**config.mk**
```make
export PLATFORM = sky130hd
export DESIGN_NAME = y86_seq_ctrl
export DESIGN_NICKNAME = d
export VERILOG_FILES = /design/src/rtl/y86_pkg.sv /design/src/rtl/y86_pc_sel.sv /design/src/rtl/y86_seq_ctrl.sv
export SDC_FILE = /design/constraint.sdc
export NUM_CORES = 1
export LEC_CHECK = 0
export BUFFER_PORTS_ARGS = -buffer_cell sky130_fd_sc_hd__buf_2
export CORE_ASPECT_RATIO = 1.75
export CORE_UTILIZATION = 54
export DETAILED_ROUTE_END_ITERATION = 10
export GPL_ROUTABILITY_DRIVEN = 0
export MAX_ROUTING_LAYER = met4
export PLACE_DENSITY = 0.91
export SYNTH_ARGS = -nofsm -noshare
export SYNTH_HDL_FRONTEND = slang
export SYNTH_HIERARCHICAL = 1
export SYNTH_SLANG_ARGS = --single-unit
```
**constraint.sdc**
```tcl
create_clock -name clk -period 2.7 [get_ports clk]
set_input_delay 0.54 -clock clk [delete_from_list [all_inputs] [get_ports clk]]
set_output_delay 0.54 -clock clk [all_outputs]
set_load 0.03 [all_outputs]
```
**src/rtl/y86_pkg.sv**
```systemverilog
// rtl/y86_pkg.sv - shared Y86-64 icode/stat constants and SEQ sequencer state type
package y86_pkg;
  localparam logic [3:0] IHALT   = 4'h0;
  localparam logic [3:0] INOP    = 4'h1;
  localparam logic [3:0] ICMOVXX = 4'h2;
  localparam logic [3:0] IIRMOVQ = 4'h3;
  localparam logic [3:0] IRMMOVQ = 4'h4;
  localparam logic [3:0] IMRMOVQ = 4'h5;
  localparam logic [3:0] IOPQ    = 4'h6;
  localparam logic [3:0] IJXX    = 4'h7;
  localparam logic [3:0] ICALL   = 4'h8;
  localparam logic [3:0] IRET    = 4'h9;
  localparam logic [3:0] IPUSHQ  = 4'hA;
  localparam logic [3:0] IPOPQ   = 4'hB;

  localparam logic [2:0] SAOK = 3'd1;
  localparam logic [2:0] SHLT = 3'd2;
  localparam logic [2:0] SADR = 3'd3;
  localparam logic [2:0] SINS = 3'd4;

  typedef enum logic [3:0] {
    ST_IDLE, ST_FETCH, ST_DECODE, ST_EXECUTE, ST_MEMORY,
    ST_WRITEBACK, ST_PCUPD, ST_HALTED, ST_FAULT
  } seq_state_t;

  function automatic logic is_mem_op(input logic [3:0] ic);
    return ic inside {IRMMOVQ, IMRMOVQ, ICALL, IRET, IPUSHQ, IPOPQ};
  endfunction
endpackage

```
**src/rtl/y86_pc_sel.sv**
```systemverilog
// rtl/y86_pc_sel.sv - combinational new-PC select (call/taken jump/ret/fall-through)
module y86_pc_sel
  import y86_pkg::*;
(
  input  logic [3:0]  icode,
  input  logic        cnd,
  input  logic [63:0] valC,
  input  logic [63:0] valP,
  input  logic [63:0] valM,
  output logic [63:0] new_pc
);
  always_comb begin
    new_pc = valP;
    if (icode == ICALL || (icode == IJXX && cnd)) new_pc = valC;
    else if (icode == IRET)                      new_pc = valM;
  end
endmodule

```
**src/rtl/y86_seq_ctrl.sv**
```systemverilog
// rtl/y86_seq_ctrl.sv - multi-cycle SEQ Y86-64 sequencer: PC, stage strobes, status, counters
module y86_seq_ctrl
  import y86_pkg::*;
#(
  parameter logic [63:0] RESET_PC = 64'd0,
  parameter int          CNT_W    = 32
) (
  input  logic             clk,
  input  logic             rst_n,
  input  logic             start,
  output logic [63:0]      PC,
  input  logic [3:0]       icode,
  input  logic             instr_valid,
  input  logic             imm_err,
  input  logic             hlt,
  input  logic [63:0]      valC,
  input  logic [63:0]      valP,
  input  logic             cnd,
  input  logic [63:0]      valM,
  input  logic             mem_ready,
  input  logic             dmem_err,
  output logic             fetch_en,
  output logic             decode_en,
  output logic             exec_en,
  output logic             mem_en,
  output logic             wb_en,
  output logic [2:0]       stat,
  output logic             busy,
  output logic [CNT_W-1:0] retired,
  output logic [CNT_W-1:0] cycles
);
  seq_state_t  state, state_nxt;
  logic [3:0]  q_icode;
  logic [63:0] q_valC, q_valP, q_valM;
  logic        q_cnd;
  logic [63:0] new_pc;

  y86_pc_sel u_pc_sel (
    .icode  (q_icode),
    .cnd    (q_cnd),
    .valC   (q_valC),
    .valP   (q_valP),
    .valM   (q_valM),
    .new_pc (new_pc)
  );

  always_comb begin
    state_nxt = state;
    fetch_en  = 1'b0;
    decode_en = 1'b0;
    exec_en   = 1'b0;
    mem_en    = 1'b0;
    wb_en     = 1'b0;
    busy      = 1'b1;
    case (state)
      ST_IDLE: begin
        busy = 1'b0;
        if (start) state_nxt = ST_FETCH;
      end
      ST_FETCH: begin
        fetch_en = 1'b1;
        if (imm_err || !instr_valid) state_nxt = ST_FAULT;
        else if (hlt)                state_nxt = ST_HALTED;
        else                         state_nxt = ST_DECODE;
      end
      ST_DECODE: begin
        decode_en = 1'b1;
        state_nxt = ST_EXECUTE;
      end
      ST_EXECUTE: begin
        exec_en   = 1'b1;
        state_nxt = is_mem_op(q_icode) ? ST_MEMORY : ST_WRITEBACK;
      end
      ST_MEMORY: begin
        mem_en = 1'b1;
        if (mem_ready) state_nxt = dmem_err ? ST_FAULT : ST_WRITEBACK;
      end
      ST_WRITEBACK: begin
        wb_en     = 1'b1;
        state_nxt = ST_PCUPD;
      end
      ST_PCUPD: state_nxt = ST_FETCH;
      default:  busy = 1'b0;
    endcase
  end

  // HALTED/FAULT fall into the default arms below, so PC/stat/counters freeze there
  always_ff @(posedge clk or negedge rst_n) begin
    if (!rst_n) begin
      state   <= ST_IDLE;
      PC      <= RESET_PC;
      stat    <= SAOK;
      retired <= '0;
      cycles  <= '0;
      q_icode <= '0;
      q_valC  <= '0;
      q_valP  <= '0;
      q_valM  <= '0;
      q_cnd   <= 1'b0;
    end else begin
      state <= state_nxt;
      if (busy) cycles <= cycles + CNT_W'(1);
      case (state)
        ST_FETCH: begin
          q_icode <= icode;
          q_valC  <= valC;
          q_valP  <= valP;
          if (imm_err)           stat <= SADR;
          else if (!instr_valid) stat <= SINS;
          else if (hlt) begin
            stat    <= SHLT;
            retired <= retired + CNT_W'(1);
          end
        end
        ST_EXECUTE: q_cnd <= cnd;
        ST_MEMORY: begin
          if (mem_ready) begin
            q_valM <= valM;
            if (dmem_err) stat <= SADR;
          end
        end
        ST_PCUPD: begin
          PC      <= new_pc;
          retired <= retired + CNT_W'(1);
        end
        default: ;
      endcase
    end
  end
endmodule

```
==> results of run 1 <==
==> worst register-to-register path, delay by kind of cell, from the launching register on <==
family                 cells  cell delay [ps]
muxes                      3              930
DFF                        1              450
buffers and inverters      1              440
and+or+nand+nor            1              390
==> flip-flops by register name (all words and copies together), names as in the netlist <==
signal   flops
q_valM      64
cycles      32
PC          64
retired     32
q_icode      4
stat         3
q_cnd        1
state        4
q_valP      64
q_valC      64
==> stage by stage <==
stage	area, µm²	power (µW)	cells	setup WS, ps
2_1_floorplan	14700	13000	1024	622
3_3_place_gp	16800	14600	1664	469
3_5_place_dp	16800	15000	1664	380
4_1_cts	17900	19500	1721	24.5
5_1_grt	17900	20400	1744	15.8
6_report	17900	19400	1744	82.3
==> kinds of logic after synthesis <==
kind of cell | after synthesis
muxes | 392
buffers and inverters | 58
adders and majority gates | 2
DFF | 332
and+or+nand+nor | 158
AOI/OAI and AO/OA | 20
xor gates and xnor gates | 62
==> report_power, final <==
group	internal [µW]	total (µW)	switching, µW
clock	2540	4410	1870
sequential	7010	8240	1230
combinational	3510	6740	3230
==> synth_stat cells, types with 7 or more instances <==
library cell,n,area share (%)
sky130_fd_sc_hd__inv_1,10,0.26
sky130_fd_sc_hd__mux2_1,60,4.6
sky130_fd_sc_hd__nand4_1,13,0.55
sky130_fd_sc_hd__nor4_1,7,0.30
sky130_fd_sc_hd__xnor2_1,40,2.4
sky130_fd_sc_hd__nor3_1,11,0.38
sky130_fd_sc_hd__clkbuf_1,7,0.18
sky130_fd_sc_hd__nand2_1,34,0.87
sky130_fd_sc_hd__nand3_1,30,1.0
sky130_fd_sc_hd__nor2_1,32,0.82
sky130_fd_sc_hd__mux2_2,330,25
sky130_fd_sc_hd__dfrtp_1,331,56
sky130_fd_sc_hd__buf_2,31,1.1
sky130_fd_sc_hd__xor2_1,22,1.3
==> area by class of cell <==
class	instances	area, µm²
fillers	1769	8660
clock inverters	14	130
inverters	10	37.5
multi-input cells	634	6040
well taps	324	405
diodes	22	55.1
clock buffers	42	907
flip-flops and latches	332	8310
repair buffers	366	2040
==> final timing paths <==
path / slack [ps] / endpoint / depth (start not counted)
setup / recovery: 80 / busy / 3
hold / removal: 200 / q_valP[26] / 2
setup reg to reg: 380 / PC[37] / 5
hold reg to reg: 470 / cycles[31] / 1
max in group asynchronous: 1310 / stat[0] / 3
min in group asynchronous: 540 / PC[59] / 2
==> per-layer routing <==
metal,up-vias,share of wire (%)
li1,4342,-
met1,4834,37
met2,329,53
met3,114,4.9
met4,0,5.6
met5,-,0
==> what timing repair did <==
item	in CTS	in global routing
endpoints found under the setup margin	2	2
buffers inserted	0	1
hold buffers	1	0
endpoints found under the hold margin	57	0
pin swaps	1	0
resized for setup	1	2
==> reports/summary.txt, run 1 <==
==========================================================================================
Cell area after synthesis                                                       0.0147 mm²
Clock tree from TritonCTS                                                            built
CTS max path bufs                                                                        3
GR Layer Usage met1                                                                  27.9%
Initial antenna violation count                                                         21
Number of nets at the end of the flow                                                 1581
Number of buffers inserted during clock tree synthesis                                  30
Worst hold path class                                                         input port to register
Max IR drop VDD                                                                     931 µV
Starting DRT DRC Count                                                                 325
Cells along the critical path                                                 or3_2 > and2b_2 > buf_2
Number of input and output port buffers inserted                                       341
Largest net degree at the start of global routing                                       75
Clock edge transition at the registers on the reported setup and hold paths          70 ps
Total track usage                                                                    26.1%
FFs w/ async S/R, synth                                                               100%
Vias in the first global route                                                       10600
Post-route setup TNS                                                                  0 ps
Area of the core                                                                0.0266 mm²
Share of synthesized area occupied by flip-flops and latches                         56.7%
Half-perimeter wire length after detailed placement                               24600 µm
Most common cell after layout, fill and taps aside                            sky130_fd_sc_hd__buf_2
Run status                                                                    finished, final reports clean
Routed via count                                                                      9619
Share of synthesized cell area in and, or, nand and nor gates                        6.01%
Final Cycle Share                                                                    97.0%
Die width                                                                           127 µm
First-pass GRT wire length                                                        54900 µm
Commonest cells after routing, fill and taps aside                            sky130_fd_sc_hd__buf_2, sky130_fd_sc_hd__mux2_2, sky130_fd_sc_hd__dfrtp_1
WL/cell                                                                            20.2 µm
Combinational family with the most area after synthesis                       multiplexers
Endpoint class of the critical path                                           primary output
Kind of launch point of the worst setup path                                      register
RSZ-0062 raised after global routing                                                 false
Synthesized-area fraction occupied by xor and xnor cells                             3.70%
Layout area overhead                                                                 22.3%
Predominant post-synthesis flop cell                                          sky130_fd_sc_hd__dfrtp_1
Start point of the critical path                                                  state[1]
Final-report max-slew violation count                                                    0
Total global routing overflow                                                            0
Worst relative slew slack                                                            59.2%
DR vias/cell                                                                          5.52
Die Footprint                                                                   0.0278 mm²
Number of flip-flops and latches in the synthesized netlist                            332
Die H                                                                               220 µm
Share of final-layout standard cells stronger than drive strength 1                  55.4%
Static leakage                                                                  0.00861 µW
Req. time, crit path                                                               2160 ps
Hold wc startpoint                                                                valP[26]
Row Count                                                                               79
Count of pins on the block boundary                                                    342
Antenna Violating Nets Remaining                                                         0
Post-layout minimum cycle time                                                     2620 ps
Total routed wirelength                                                           35200 µm
Net Count, Synth                                                                      1231
Area share of fa/ha/maj cells after synthesis                                       0.171%
Maximum clock rate                                                                 382 MHz
WP buf/inv                                                                               1
Synth warnings                                                                           6
Met2 Resource Use GR                                                                 45.6%
Number of cells produced by synthesis                                                 1024
Max Clock Skew                                                                     15.2 ps
Drt drc                                                                                  0
Count of distinct cell types in the synthesized netlist                                 53
Root cell of the clock tree                                                   sky130_fd_sc_hd__clkbuf_16
Critical path type                                                            register to primary output
Slew at the pin closest to its max-slew limit                                       606 ps
Max incr delay on CP                                                                550 ps
Sink Count                                                                             332
R2R Path Start                                                                  q_icode[1]
Worst EP arrival                                                                   2080 ps
Layout Utilization                                                                   67.4%
Mapped Avg Cell Area                                                              14.3 µm²
CP Max Fanout                                                                           14
Complex-gate fraction of the synthesized area                                        1.03%
Count of TritonRoute iterations in the first routing pass                                4
Top Family by Delay on Critical Path                                          simple AND/OR/NAND/NOR gates
Clk_lat worst skew                                                                  560 ps
Worst-path cell with the longest stage delay                                  sky130_fd_sc_hd__or3_2
Final count of negative-setup-slack endpoints                                            0
M3 GR Usage                                                                          4.15%
WHS                                                                                 200 ps
Starting density of the core                                                         55.2%
MaxCap Viol Count                                                                        0
CTS H-tree depth                                                                         1
Number of enable flip-flop cells after synthesis                                         0
Final hold violations                                                                    0
Top Usage Layer GRT                                                                   met2
Power per unit of standard cell area                                           1080 mW/mm²
Proportion of synthesized area in mux cells                                          30.1%
==========================================================================================
Note: power is estimated with default switching activity, not from simulation.
==> inputs of run 2 (changes only) <==
--- a/config.mk
+++ b/config.mk
@@ -5,13 +5,14 @@
 export SDC_FILE = /design/constraint.sdc
 export NUM_CORES = 1
 export LEC_CHECK = 0
+export ABC_AREA = 1
 export BUFFER_PORTS_ARGS = -buffer_cell sky130_fd_sc_hd__buf_2
 export CORE_ASPECT_RATIO = 1.75
-export CORE_UTILIZATION = 54
+export CORE_UTILIZATION = 56
 export DETAILED_ROUTE_END_ITERATION = 10
 export GPL_ROUTABILITY_DRIVEN = 0
 export MAX_ROUTING_LAYER = met4
-export PLACE_DENSITY = 0.91
+export PLACE_DENSITY = 0.92
 export SYNTH_ARGS = -nofsm -noshare
 export SYNTH_HDL_FRONTEND = slang
 export SYNTH_HIERARCHICAL = 1
==> run 2 against run 1 <==
Fmax rose by 3.0%; core utilization fell by 1.1 points; die area rose by 9.0%; via count rose by 49%; cell count rose by 51%; combinational power fell by 96%; critical path depth rose by 3; hold slack got worse by 34 ps; routed wire length rose by 33%; largest cell class unchanged; largest power group unchanged.
==> reports/summary.txt, run 2 <==
==========================================================================================
Run status                                                                    finished, final reports clean
CTS max path bufs                                                                        3   unchanged
Net Count, Synth                                                                      2098   +70%
Die Footprint                                                                   0.0303 mm²   +9.0%
Sink Count                                                                             332   unchanged
Final hold violations                                                                    0   unchanged
Fraction of synthesized cell area taken by the top area cell type                    49.9%   -6.6 points
Clk_lat worst skew                                                                  570 ps   about the same
Complex-gate fraction of the synthesized area                                       0.573%   -0.46 points
Switching fraction of total power                                                    21.4%   -11 points
Worst hold path class                                                         input port to register
CP Max Fanout                                                                           15   +1
Most frequent cell after synthesis                                            sky130_fd_sc_hd__nand2_1
Total routed wirelength                                                           46800 µm   +33%
Starting DRT DRC Count                                                                1126   +250%
Commonest cells after routing, fill and taps aside                            sky130_fd_sc_hd__nand2_1, sky130_fd_sc_hd__buf_2, sky130_fd_sc_hd__dfrtp_1
Largest net degree at the start of global routing                                       69   -8.0%
Die H                                                                               230 µm   +4.4%
Power spent charging and discharging nets                                          2140 µW   -66%
RSZ-0062 raised after global routing                                                 false
Critical path type                                                            register to primary output
Share of total power in the clock network                                            47.3%   +25 points
Initial antenna violation count                                                         20   -4.8%
Most numerous cell types in the synthesized netlist                           sky130_fd_sc_hd__nand2_1, sky130_fd_sc_hd__dfrtp_1, sky130_fd_sc_hd__mux2_4
Count of pins on the block boundary                                                    342   unchanged
Post-route insts no fill                                                              2638   +51%
Area share of fa/ha/maj cells after synthesis                                       0.151%   -0.020 points
Routed via count                                                                     14400   +49%
Final count of negative-setup-slack endpoints                                            0   unchanged
Count of placed standard cells including taps                                         2559   +54%
Fill cell total of the finished layout                                                2244   +27%
Die width                                                                           132 µm   +4.4%
Share of final-layout standard cells stronger than drive strength 1                  25.7%   -30 points
Top Family by Delay on Critical Path                                          simple AND/OR/NAND/NOR gates
Share of synthesized area occupied by flip-flops and latches                         50.1%   -6.6 points
Starting density of the core                                                         56.7%   +1.5 points
Top post-synthesis cells by area                                              sky130_fd_sc_hd__dfrtp_1, sky130_fd_sc_hd__nand2_1, sky130_fd_sc_hd__mux2_4
WL/cell                                                                            17.7 µm   -12%
Synth warnings                                                                           6   unchanged
Static leakage                                                                   0.0106 µW   +23%
Drt drc                                                                                  0   unchanged
Max IR drop VDD                                                                     509 µV   -45%
Number of flip-flops and latches in the synthesized netlist                            332   unchanged
Most common cell after layout, fill and taps aside                            sky130_fd_sc_hd__nand2_1
Total global routing overflow                                                            0   unchanged
Count of TritonRoute iterations in the first routing pass                                5   +1
Kind of launch point of the worst setup path                                      register
Area of the core                                                                0.0293 mm²   +10%
Req. time, crit path                                                               2160 ps   about the same
Combinational share of power                                                          2.9%   -32 points
Crit. path cell count                                                                    6   +3
Endpoint class of the critical path                                           primary output
Count of cells along the worst register-to-register path                                11   +6
Synthesized-area fraction occupied by xor and xnor cells                             1.69%   -2.0 points
Number of instances on the worst hold path                                               3   +1
Worst EP arrival                                                                   2000 ps   -80 ps
WP buf/inv                                                                               3   +2
Root cell of the clock tree                                                   sky130_fd_sc_hd__clkbuf_16
Slew at the pin closest to its max-slew limit                                       828 ps   +222 ps
Half-perimeter wire length after detailed placement                               31400 µm   +28%
First-pass GRT wire length                                                        74900 µm   +36%
Cells along the critical path                                                 inv_1 > nand2_2 > nand2_1 > nand2_2 > inv_1 > buf_2
Number of cells produced by synthesis                                                 1891   +85%
Worst relative slew slack                                                            44.8%   -14 points
Cell area after synthesis                                                       0.0166 mm²   +13%
Number of buffers inserted during clock tree synthesis                                  31   +3.3%
Largest area contributor in the synthesized netlist                           sky130_fd_sc_hd__dfrtp_1
Mapped Avg Cell Area                                                              8.77 µm²   -39%
CTS H-tree depth                                                                         1   unchanged
Max Clock Skew                                                                     16.1 ps   +0.922 ps
MaxCap Viol Count                                                                        0   unchanged
Clock tree from TritonCTS                                                            built
Post-layout minimum cycle time                                                     2540 ps   -77.1 ps
Worst-path cell with the longest stage delay                                  sky130_fd_sc_hd__dfrtp_1
Predominant post-synthesis flop cell                                          sky130_fd_sc_hd__dfrtp_1
Share of synthesized cell area in and, or, nand and nor gates                        29.2%   +23 points
Layout area overhead                                                                 17.0%
Total track usage                                                                    32.2%   +6.1 points
Number of input and output port buffers inserted                                       341   unchanged
Final Cycle Share                                                                    94.1%   -2.9 points
Count of buffers added by post-CTS timing repair for setup                               0   unchanged
Reg power frac                                                                       49.7%   +7.2 points
Combinational family with the most area after synthesis                       simple AND/OR/NAND/NOR gates
Clock edge transition at the registers on the reported setup and hold paths          70 ps   about the same
Internal cell power                                                                7870 µW   -40%
Post-route setup TNS                                                                  0 ps   unchanged
Final-report max-slew violation count                                                    0   unchanged
FFs w/ async S/R, synth                                                               100%   unchanged
Number of nets at the end of the flow                                                 2418   +53%
DR vias/cell                                                                          5.44   -1.4%
Proportion of synthesized area in mux cells                                          11.4%   -19 points
Vias in the first global route                                                       14900   +40%
Row Count                                                                               83   +5.1%
Power per unit of standard cell area                                            515 mW/mm²   -52%
Number of enable flip-flop cells after synthesis                                         0   unchanged
Antenna Violating Nets Remaining                                                         0   unchanged
Max incr delay on CP                                                                420 ps   -130 ps
Maximum clock rate                                                                 394 MHz   +3.0%
Count of distinct cell types in the synthesized netlist                                 29   -45%
Number of resized instances in the post-cts repair step                                  0   -1
==========================================================================================
[run 2: changes by cell type after synthesis, sizes merged, moves of 10 or more]
cell,before,now
nor2,32,109
nand2,34,986
mux2,390,128
inv,10,81
xnor2,40,20
nand3,30,103
buf,40,57
o21ai,4,19
xor2,22,12
clkbuf,8,22
[run 2: final timing paths]
| path | startpoint | end | slack [ps] |
|---|---|---|---|
| worst max-delay path | state[3] | busy | 160 |
| worst min-delay path | valP[54] | q_valP[54] | 170 |
| worst max register to register | state[3] | cycles[21] | 720 |
| worst min register to register | q_valC[63] | q_valC[63] | 470 |
| max in group asynchronous | rst_n | stat[0] | 1390 |
| min in group asynchronous | rst_n | PC[26] | 520 |
[run 2: timing repair]
item,CTS,global route
hold buffers,1,0
setup endpoints to repair,0,0
endpoints found under the hold margin,52,0
[run 2: final cells by class]
cell class | count | area [µm²] | area share (%)
repair buffers | 366 | 1990 | 10.3
clock buffers | 42 | 877 | 4.52
flip-flops and latches | 332 | 8310 | 42.8
inverters | 81 | 309 | 1.59
multi-input cells | 1399 | 7170 | 36.9
clock inverters | 16 | 229 | 1.18
diodes | 20 | 50.0 | 0.258
well taps | 382 | 478 | 2.46
[run 2: through the flow]
step / total power (µW) / area (µm²) / utilization [%] / hold WS (ps) / setup slack (ps)
floorplan: 5080 / 16600 / - / 244 / 1030
global placement: 5360 / 18300 / 62.3 / 453 / 706
detailed placement: 5370 / 18300 / 62.3 / 459 / 684
CTS: 10100 / 19400 / 66.1 / 141 / 168
global route: 10300 / 19400 / 66.3 / 157 / 61.2
finish: 10000 / 19400 / 66.3 / 165 / 159
[run 2: power by group through the flow]
stage                     logic (µW)  clock network [µW]  registers (µW)
final                            295                4740            4970
after global routing             326                5010            4970
after CTS                        300                4820            4970
after detailed placement         296                   0            5070
after global placement           291                   0            5070
after floorplan                 7.12                   0            5070
[run 2: logic make-up after synthesis]
family / count (synthesis)
AND/OR/NAND/NOR: 1218
flip-flops: 332
buffers and inverters: 160
multiplexers: 128
XOR/XNOR: 32
AO/OA/AOI/OAI: 19
adder cells (fa/ha/maj): 2
[run 2: worst reg2reg max path, delay by kind of cell, from the launching register on]
kind	cells	cell delay [ps]
and+or+nand+nor	8	980
buffers and inverters	3	480
DFF	1	420
[run 2: per-layer routing]
layer	vias up	track usage, %	routed length, µm
met3	201	4.83	3550
met5	-	-	0
li1	6521	-	-
met4	0	21.7	2890
met1	6845	34.8	16500
met2	785	54.7	23800
==> inputs of run 3 (changes only) <==
--- a/config.mk
+++ b/config.mk
@@ -13,6 +13,7 @@
 export GPL_ROUTABILITY_DRIVEN = 0
 export MAX_ROUTING_LAYER = met4
 export PLACE_DENSITY = 0.92
+export REMOVE_ABC_BUFFERS = 1
 export SYNTH_ARGS = -nofsm -noshare
 export SYNTH_HDL_FRONTEND = slang
 export SYNTH_HIERARCHICAL = 1
==> constraint.sdc (replaced) <==
create_clock -name clk -period 2.6 [get_ports clk]
set_input_delay 0.52 -clock clk [delete_from_list [all_inputs] [get_ports clk]]
set_output_delay 0.52 -clock clk [all_outputs]
set_load 0.03 [all_outputs]
==> run 3 against run 2 <==
Global-route usage fell by 0.27 points; sequential cell count stayed put; sequential power increased by 4.0%; die area unchanged; hold slack worse by 14 ps; first-iteration DRC count fell by 14%; critical endpoint unchanged; register-to-register slack lost 530 ps; total power up 0.53%; non-clock buffer count rose by 1; critical path depth down 1; clock power shrank 3%.
==> reports/summary.txt, run 3 (synthesis results as in run 2) <==
==========================================================================================
Run status                                                                    finished, final reports clean
Count of cells along the worst register-to-register path                                 8   -3
Max IR drop VDD                                                                     695 µV   +37%
Clk_lat worst skew                                                                  570 ps   about the same
Total track usage                                                                    31.9%   -0.27 points
End of the worst register-to-register path                                          PC[18]
CTS max path bufs                                                                        3   unchanged
Die Footprint                                                                   0.0303 mm²   unchanged
Cells along the critical path                                                 nor2_2 > nand2_1 > nand2_4 > inv_1 > buf_2
Area of the core                                                                0.0293 mm²   unchanged
Clock edge transition at the registers on the reported setup and hold paths          70 ps   about the same
Final count of negative-setup-slack endpoints                                            0   unchanged
Post-layout minimum cycle time                                                     2450 ps
Hold-critical path endpoint                                                     q_valC[27]
Worst hold path class                                                         input port to register
Total global routing overflow                                                            0   unchanged
Drt drc                                                                                  0   unchanged
Req. time, crit path                                                               2080 ps   -80 ps
WP buf/inv                                                                               2   -1
Vias in the first global route                                                       15100   +1.4%
First-pass GRT wire length                                                        74400 µm   -0.66%
Starting density of the core                                                         56.7%   unchanged
Initial antenna violation count                                                          8   -60%
Die width                                                                           132 µm   unchanged
DR vias/cell                                                                          5.49   +0.97%
Die H                                                                               230 µm   unchanged
Max incr delay on CP                                                                420 ps   about the same
Final Worst Setup Slack                                                             154 ps   -5.85 ps
Sink Count                                                                             332   unchanged
Commonest cells after routing, fill and taps aside                            sky130_fd_sc_hd__nand2_1, sky130_fd_sc_hd__buf_2, sky130_fd_sc_hd__dfrtp_1
Total power                                                                       10100 µW   +0.53%
Total routed wirelength                                                           46500 µm   -0.61%
Final-report max-slew violation count                                                    0   unchanged
Worst-path cell with the longest stage delay                                  sky130_fd_sc_hd__dfrtp_1
Row Count                                                                               83   unchanged
Layout area overhead                                                                 16.5%
MaxCap Viol Count                                                                        0   unchanged
R2R Path Start                                                                  q_icode[1]
Endpoint class of the critical path                                           primary output
RSZ-0062 raised after global routing                                                 false
Largest net degree at the start of global routing                                       75   +8.7%
Clock tree from TritonCTS                                                            built
Pre-CTS setup slack                                                                 296 ps   -388 ps
Worst relative slew slack                                                            39.4%   -5.4 points
Maximum clock rate                                                                 409 MHz
Max Clock Skew                                                                     12.4 ps   -3.73 ps
Kind of launch point of the worst setup path                                      register
Number of input and output port buffers inserted                                       341   unchanged
Worst EP arrival                                                                   1930 ps   -70 ps
Static leakage                                                                   0.0106 µW   -0.20%
Hold wc startpoint                                                                valC[27]
Share of final-layout standard cells stronger than drive strength 1                  25.6%   -0.16 points
Top Family by Delay on Critical Path                                          simple AND/OR/NAND/NOR gates
Slew at the pin closest to its max-slew limit                                       907 ps   +79.4 ps
Critical path type                                                            register to primary output
CTS H-tree depth                                                                         1   unchanged
Number of buffers inserted during clock tree synthesis                                  30   -3.2%
WL/cell                                                                            17.7 µm   about the same
Routed via count                                                                     14400   +0.28%
CP Max Fanout                                                                           15   unchanged
Count of pins on the block boundary                                                    342   unchanged
Most common cell after layout, fill and taps aside                            sky130_fd_sc_hd__nand2_1
Final Cycle Share                                                                    94.1%
Fill cell total of the finished layout                                                2155   -4.0%
Count of TritonRoute iterations in the first routing pass                                6   +1
Half-perimeter wire length after detailed placement                               31000 µm   -1.2%
Final hold violations                                                                    0   unchanged
Count of buffers added by post-CTS timing repair for setup                               0   unchanged
Register-to-Register Setup Slack                                                    190 ps   -530 ps
Antenna Violating Nets Remaining                                                         0   unchanged
Power per unit of standard cell area                                            521 mW/mm²   +1.0%
Root cell of the clock tree                                                   sky130_fd_sc_hd__clkbuf_16
Starting DRT DRC Count                                                                 972   -14%
Number of instances on the worst hold path                                               3   unchanged
Number of nets at the end of the flow                                                 2418   unchanged
==========================================================================================
==> run 3: cell types whose count changed in the layout (fill, tap and decap cells not counted), sizes merged <==
cell	change
clkbuf	-2
clkinvlp	-4
clkinv	+3
inv	-2
buf	+1
diode	-12
bufinv	-2
==> run 3: tightest hold or removal path, cell delays in order <==
cell	delay, ps
sky130_fd_sc_hd__buf_2	70
sky130_fd_sc_hd__nand2_1	40
sky130_fd_sc_hd__nand2_1	50
==> run 3: worst max-delay path by stage <==
stage                           from           to  slack [ps]  cells past startpoint
after CTS                   state[0]         busy          40                      5
final                       state[0]         busy         150                      5
after global placement    q_icode[1]        PC[6]         430                      8
after floorplan             state[3]  retired[10]       -3880                      8
after detailed placement  q_icode[1]       PC[24]         300                      8
after global routing        state[0]         busy          60                      5
==> run 3: cell type report <==
cell class / instances / area, µm² / area share, %
Tap cell: 382 / 478 / 2.47
Sequential cell: 332 / 8310 / 43.0
Clock inverter: 11 / 140 / 0.725
Multi-Input combinational cell: 1399 / 7180 / 37.2
Timing Repair Buffer: 367 / 2030 / 10.5
Inverter: 81 / 309 / 1.60
Clock buffer: 40 / 860 / 4.45
Antenna cell: 8 / 20.0 / 0.104
==> run 3: report_power, final <==
part           switching (µW)  total (µW)  internal [µW]  leakage (µW)
Combinational             182         316            134       0.00619
Sequential              0.936        5170           5170       0.00391
Clock                    1970        4580           2610      0.000493
==> run 3: timing repair <==
item | in CTS | in global routing
endpoints found under the setup margin | 0 | 1
endpoints found under the hold margin | 54 | 0
resized for setup | 0 | 1
hold buffers | 1 | 0
==> run 3: stage by stage <==
stage          std cells  utilization [%]  cell area (µm²)  hold slack (ps)  setup TNS (ps)
3_5_place_dp        2560             62.4            18300              459               0
3_3_place_gp        2560             62.4            18300              453               0
6_report            2620             66.0            19300              151               0
4_1_cts             2612             65.9            19300              126               0
5_1_grt             2620             66.0            19300              148               0
2_1_floorplan       1812                -            15800              224         -528180
==> run 3: metal layers <==
| metal | global-route usage, % | wire length (µm) | vias up |
|---|---|---|---|
| li1 | - | - | 6506 |
| met1 | 34.5 | 16400 | 6891 |
| met2 | 55.3 | 23900 | 785 |
| met3 | 4.23 | 3270 | 210 |
| met4 | 19.9 | 2920 | 0 |
| met5 | - | 0 | - |
